==> src/rtl/clk_cpu_pkg.sv <==
// Shared definitions for the CPU clock-enable controller: state/mode codes
// and the legality check on the Clk_CPU pulse width.
package clk_cpu_pkg;

    // State codes double as the externally visible mode field.
    typedef enum logic [1:0] {
        ST_HALT   = 2'b00,
        ST_FAST   = 2'b01,
        ST_SLOW   = 2'b10,
        ST_SWITCH = 2'b11
    } state_t;

    // Clk_CPU must drop again before the next fast tick can arrive.
    function automatic bit pw_in_range(input int fast_bit, input int pw);
        return (pw >= 1) && (pw < (1 << (fast_bit + 1)) - 1);
    endfunction

endpackage

==> src/rtl/clk_cpu_ctrl_debounce.sv <==
// Switch/button conditioner: 2-FF synchronizer followed by a stability
// counter. The output flips only after DB_CYCLES consecutive synchronized
// samples that disagree with it, giving a latency of 2+DB_CYCLES clocks.
module sw_debounce #(
    parameter int DB_CYCLES = 65536
) (
    input  logic clk,
    input  logic rst,
    input  logic i_raw,
    output logic o_db
);

    localparam int CNT_W = $clog2(DB_CYCLES) + 1;

    logic             r_sync1;
    logic             r_sync2;
    logic             r_db;
    logic [CNT_W-1:0] r_cnt;

    // Bring the raw level into the clk domain.
    // NOTE: state flops use non-blocking assignments so every flop samples pre-edge values.
    always_ff @(posedge clk or negedge rst) begin
        if (!rst) begin
            r_sync1 <= 1'b0;
            r_sync2 <= 1'b0;
        end else begin
            r_sync1 <= i_raw;
            r_sync2 <= r_sync1;
        end
    end

    // Count consecutive disagreeing samples; accept the new level once the run is long enough.
    always_ff @(posedge clk or negedge rst) begin
        if (!rst) begin
            r_db  <= 1'b0;
            r_cnt <= '0;
        end else if (r_sync2 == r_db) begin
            r_cnt <= '0;
        end else if (r_cnt == CNT_W'(DB_CYCLES - 1)) begin
            r_db  <= r_sync2;
            r_cnt <= '0;
        end else begin
            r_cnt <= r_cnt + 1'b1;
        end
    end

    assign o_db = r_db;

endmodule

==> src/rtl/clk_cpu_ctrl.sv <==
// CPU clock-enable controller. Consumes the free-running clkdiv bus and the
// debounced board switches, and produces a one-clock cpu_ce, a widened
// Clk_CPU pulse, the current mode and a running step count. Mode changes
// are committed only on a tick of the destination rate, so the CPU never
// sees a shortened period.
module clk_cpu_ctrl
    import clk_cpu_pkg::*;
#(
    parameter int FAST_BIT  = 2,
    parameter int SLOW_BIT  = 24,
    parameter int DB_CYCLES = 65536,
    parameter int PW        = 1,
    parameter int CNT_W     = 16
) (
    input  logic             clk,
    input  logic             rst,
    input  logic [31:0]      clkdiv,
    input  logic             SW2,
    input  logic             run_sw,
    input  logic             step_btn,
    output logic             cpu_ce,
    output logic             Clk_CPU,
    output logic [1:0]       mode,
    output logic [CNT_W-1:0] step_cnt
);

    localparam int PW_W = FAST_BIT + 1;

    if (!pw_in_range(FAST_BIT, PW)) begin : g_pw_check
        $error("clk_cpu_ctrl: PW out of range for FAST_BIT");
    end

    logic             w_db_sw2;
    logic             w_db_run;
    logic             w_db_step;
    logic             w_unused_clkdiv;
    logic             w_tick_f;
    logic             w_tick_s;
    logic             w_tgt_tick;
    logic             w_step_rise;
    logic             w_ce_nxt;
    state_t           w_tgt;
    state_t           w_state_nxt;

    logic [1:0]       r_tap_q;
    logic             r_step_q;
    state_t           r_state;
    logic             r_cpu_ce;
    logic             r_clk_cpu;
    logic [PW_W-1:0]  r_pw_cnt;
    logic [CNT_W-1:0] r_step_cnt;

    sw_debounce #(.DB_CYCLES(DB_CYCLES)) u_db_sw2 (
        .clk(clk), .rst(rst), .i_raw(SW2), .o_db(w_db_sw2)
    );
    sw_debounce #(.DB_CYCLES(DB_CYCLES)) u_db_run (
        .clk(clk), .rst(rst), .i_raw(run_sw), .o_db(w_db_run)
    );
    sw_debounce #(.DB_CYCLES(DB_CYCLES)) u_db_step (
        .clk(clk), .rst(rst), .i_raw(step_btn), .o_db(w_db_step)
    );

    // Only the two taps matter; the rest of the bus is intentionally ignored.
    assign w_unused_clkdiv = ^clkdiv;

    // Rising edges of the selected taps mark the tick boundaries.
    assign w_tick_f    = clkdiv[FAST_BIT] & ~r_tap_q[0];
    assign w_tick_s    = clkdiv[SLOW_BIT] & ~r_tap_q[1];
    assign w_step_rise = w_db_step & ~r_step_q;
    assign w_tgt       = w_db_sw2 ? ST_SLOW : ST_FAST;
    assign w_tgt_tick  = w_db_sw2 ? w_tick_s : w_tick_f;

    // Delay the taps and the debounced step level for edge detection.
    always_ff @(posedge clk or negedge rst) begin
        if (!rst) begin
            r_tap_q  <= 2'b00;
            r_step_q <= 1'b0;
        end else begin
            r_tap_q  <= {clkdiv[SLOW_BIT], clkdiv[FAST_BIT]};
            r_step_q <= w_db_step;
        end
    end

    // Next-state and next-enable decode; a falling run always wins over a tick.
    // NOTE: every always_comb output gets a default first so no latch can be inferred.
    always_comb begin
        w_state_nxt = r_state;
        w_ce_nxt    = 1'b0;
        case (r_state)
            ST_HALT: begin
                if (w_db_run) w_state_nxt = ST_SWITCH;
                else          w_ce_nxt    = w_step_rise;
            end
            ST_FAST: begin
                if (!w_db_run) begin
                    w_state_nxt = ST_HALT;
                end else begin
                    w_ce_nxt = w_tick_f;
                    if (w_db_sw2) w_state_nxt = ST_SWITCH;
                end
            end
            ST_SLOW: begin
                if (!w_db_run) begin
                    w_state_nxt = ST_HALT;
                end else begin
                    w_ce_nxt = w_tick_s;
                    if (!w_db_sw2) w_state_nxt = ST_SWITCH;
                end
            end
            ST_SWITCH: begin
                if (!w_db_run) begin
                    w_state_nxt = ST_HALT;
                end else if (w_tgt_tick) begin
                    w_state_nxt = w_tgt;
                    w_ce_nxt    = 1'b1;
                end
            end
            default: w_state_nxt = ST_HALT;
        endcase
    end

    // State register and registered enable.
    always_ff @(posedge clk or negedge rst) begin
        if (!rst) begin
            r_state  <= ST_HALT;
            r_cpu_ce <= 1'b0;
        end else begin
            r_state  <= w_state_nxt;
            r_cpu_ce <= w_ce_nxt;
        end
    end

    // Stretch each enable into a PW-cycle Clk_CPU pulse; a new enable reloads it.
    always_ff @(posedge clk or negedge rst) begin
        if (!rst) begin
            r_pw_cnt  <= '0;
            r_clk_cpu <= 1'b0;
        end else if (r_cpu_ce) begin
            r_pw_cnt  <= PW_W'(PW - 1);
            r_clk_cpu <= 1'b1;
        end else if (r_pw_cnt != '0) begin
            r_pw_cnt  <= r_pw_cnt - 1'b1;
            r_clk_cpu <= 1'b1;
        end else begin
            r_clk_cpu <= 1'b0;
        end
    end

    // Count issued enables, wrapping naturally.
    always_ff @(posedge clk or negedge rst) begin
        if (!rst)          r_step_cnt <= '0;
        else if (r_cpu_ce) r_step_cnt <= r_step_cnt + 1'b1;
    end

    assign cpu_ce   = r_cpu_ce;
    assign Clk_CPU  = r_clk_cpu;
    assign mode     = r_state;
    assign step_cnt = r_step_cnt;

endmodule

==> config.mk <==
export PLATFORM = sky130hd
export DESIGN_NAME = clk_cpu_ctrl
export DESIGN_NICKNAME = d
export VERILOG_FILES = /design/src/rtl/clk_cpu_pkg.sv /design/src/rtl/clk_cpu_ctrl_debounce.sv /design/src/rtl/clk_cpu_ctrl.sv
export SDC_FILE = /design/constraint.sdc
export NUM_CORES = 1
export LEC_CHECK = 0
export BUFFER_PORTS_ARGS = -buffer_cell sky130_fd_sc_hd__buf_4
export CAP_MARGIN = 10
export CORE_ASPECT_RATIO = 1.4
export CORE_MARGIN = 10
export CORE_UTILIZATION = 40
export CTS_BUF_LIST = sky130_fd_sc_hd__clkbuf_16
export DETAILED_ROUTE_END_ITERATION = 6
export HOLD_SLACK_MARGIN = 0.06
export PLACE_DENSITY_LB_ADDON = 0.3
export SETUP_SLACK_MARGIN = 0.5
export SLEW_MARGIN = 10
export SYNTH_ARGS = -nofsm -noshare
export SYNTH_HDL_FRONTEND = slang
export SYNTH_HIERARCHICAL = 1
export SYNTH_SLANG_ARGS = --single-unit
==> constraint.sdc <==
create_clock -name clk -period 2.1 [get_ports clk]
set_clock_uncertainty 0.15 [all_clocks]
set_input_delay 0.21 -clock clk [delete_from_list [all_inputs] [get_ports clk]]
set_output_delay 0.21 -clock clk [all_outputs]
set_load 0.01 [all_outputs]
==> summary.txt <==
Status: finished clean
Cell Chain, Critical Path: ha_4 -> nand4_1 -> buf_4 -> nor2_4 -> buf_6 -> a31o_4 -> nor2_4
Crit-path most repeated cell: nor2_4
RR Startpoint: u_db_run/r_cnt[0]
Hold Path Class: reg -> reg
Syn. warnings: 6
Worst Path Buf+Inv: 2
Worst-Skew Late Latency: 0.33 ns
Antenna Nets Post-Route: 0
Die Area: 14500 sq um
Total GRT Usage: 12.4%
Wire per inst: 14.9 um
Hold Startpoint: u_db_step/r_sync1
Critical path required time: 2.16 ns
Pin count of the biggest net entering global routing: 41
Setup TNS: 0 ns
Slew at the pin closest to its max-slew limit: 0.532 ns
Distinct cell type count after synthesis: 33
Detailed Place HPWL: 5320 um
Post-synth net total: 425
Area of the core: 9850 sq um
Startpoint Class: flip-flop
CTS buffer count: 9
Final setup viols: 0
GP Congestion: 0.816
Area Overhead vs Synth: 39.3%
CTS clk-pin slew, worst paths: 0.06 ns
# clock sinks: 86
Drt drc: 0
CTS Buffer Depth: 2
Synth Register Bits: 86
Post-Synthesis Cells: 377
Vias: 3166
Placed insts: 540
Port bufs: 26
H-tree lvl count: 3
Vias per cell: 5.12
Die Y: 139 um
Unrepaired setup endpoints after global routing: true
Initial antenna violation count: 0
Most frequent cells in the layout: buf_4 (81), dfrtp_1 (76), xnor2_1 (33)
Vias in the first global route: 3263
CP arrival: 1.76 ns
Slowest cell on the critical path: dfrtp_2
Non-filler cells, final: 618
First DRT Iteration DRCs: 93
Worst slack at placement: 0.290 ns
Crit-path max FO: 7
Post-Syn Area: 4020 sq um
Starting Density: 40.8%
Crit path from: u_db_run/r_cnt[0]
Worst Setup Slack, final: 0.396 ns
Total of max-cap violations: 0
WS Path Type: reg -> reg
Max incr delay on CP: 0.41 ns
Final nets: 527
Critical path's top delay family: flip-flops
Final hold vios: 0
CTS root buf: clkbuf_16
Post-Syn Area per Cell: 10.7 sq um
Slew margin rel.: 64.5%
Post-synthesis sequential area ratio: 53.5%
Cell area power density: 603 nW/um^2
Row count: 43
Ports: 57
First-pass DRT Iterations: 4
Worst vdd ir: 0.000377 V
Die X: 105 um
Fin. max-slew vios: 0
Global-route wire length before repair: 15100 um
Crit. End Element: flip-flop
Leakage: 2.37 nW
Minimum clock period: 1.70 ns
Inserted Diodes: 0
Commonest non-fill, non-tap cell in the layout: buf_4
FMAX: 587 MHz
WL final: 9210 um
TritonCTS clock tree: yes
Final Cycle Share: 81.1%
Fraction of layout cells with a size suffix above 1: 40.0%
Gr ovfl total: 0
kinds of logic after synthesis:
family / Yosys count / share of synthesized area (%)
and+or+nand+nor: 166 / 22.6
DFF: 86 / 53.5
xor gates and xnor gates: 52 / 11.3
AOI/OAI and AO/OA: 35 / 5.01
buffers and inverters: 19 / 1.96
adders and majority gates: 11 / 3.42
muxes: 8 / 2.15
per-layer routing:
| layer | vias to the layer above | GRT usage [%] | wire (um) |
|---|---|---|---|
| met5 | - | 0 | 0 |
| met4 | 0 | 5.94 | 170 |
| met3 | 15 | 3.07 | 283 |
| met2 | 49 | 21.9 | 5110 |
| met1 | 1585 | 13.4 | 3650 |
| li1 | 1517 | - | - |
cells in the mapped netlist:
cell type | instances | share of area [%]
or3_4 | 3 | 0.84
buf_2 | 3 | 0.37
inv_1 | 15 | 1.4
xor2_1 | 18 | 3.9
nand3b_1 | 2 | 0.37
nor2_1 | 53 | 5.0
o31ai_1 | 1 | 0.19
or4bb_1 | 1 | 0.28
mux2i_1 | 3 | 0.75
nand3_2 | 3 | 0.75
ha_1 | 11 | 3.4
buf_4 | 1 | 0.19
nor4_1 | 6 | 0.93
nand3_4 | 3 | 1.3
a211oi_1 | 3 | 0.56
xnor2_1 | 34 | 7.4
nand2b_1 | 3 | 0.47
nand3_1 | 26 | 3.2
a21o_1 | 2 | 0.37
nand4_1 | 17 | 2.6
dfrtp_1 | 86 | 54
nand2_1 | 16 | 1.5
or2_2 | 3 | 0.47
and3_1 | 5 | 0.78
and4_1 | 5 | 1.1
mux2_2 | 5 | 1.4
a31o_2 | 3 | 0.65
nor3_1 | 8 | 1.0
a21oi_1 | 14 | 1.7
o21ai_0 | 10 | 1.2
and3_2 | 3 | 0.56
or3_1 | 9 | 1.4
o21ai_1 | 2 | 0.25
timing repair:
item                       CTS  global route
hold endpoints to repair    43             0
setup buffers               47             8
setup endpoints to repair   47            53
hold buffers                 6             0
cloned                       1             1
pin swaps                   24            36
gates resized for setup     25            64
power by group:
group | switching (mW) | internal, mW
logic | 0.0875 | 0.0734
registers | 0.0251 | 1.68
clock network | 0.605 | 0.902
final cells by class:
class | instances | area (sq um)
Multi-Input combinational cell | 274 | 2180
Inverter | 15 | 56.3
Timing Repair Buffer | 93 | 744
Clock buffer | 9 | 225
Sequential cell | 86 | 2160
Clock inverter | 6 | 55.1
Tap cell | 135 | 169
Fill cell | 809 | 4250
state kept, by name (all words and copies together) (netlist names), 2 cells and up:
signal,cells
u_db_sw2/r_cnt,17
mode,2
r_pw_cnt,3
step_cnt,16
r_tap_q,2
u_db_step/r_cnt,17
u_db_run/r_cnt,17
path summary, 6_finish.rpt:
kind | to | slack (ns) | depth (start not counted)
setup / recovery | u_db_run/r_cnt[3] | 0.40 | 7
hold / removal | u_db_step/r_sync2 | 0.20 | 0
setup reg to reg | u_db_run/r_cnt[3] | 0.40 | 7
hold reg to reg | u_db_step/r_sync2 | 0.20 | 0
max in group asynchronous | u_db_run/r_cnt[0] | 0.96 | 3
min in group asynchronous | u_db_sw2/r_cnt[5] | 0.25 | 2
stage by stage:
step                hold WS, ns  area (sq um)  utilization [%]  total power, mW
floorplan                -0.236          4050                -             1.77
global placement         0.0797          4440             45.1             1.84
detailed placement       0.0865          4440             45.1             1.84
CTS                       0.201          5260             53.4             3.39
global route              0.201          5600             56.8             3.50
finish                    0.205          5600             56.8             3.37
Note: power is estimated with default switching activity, not from simulation.
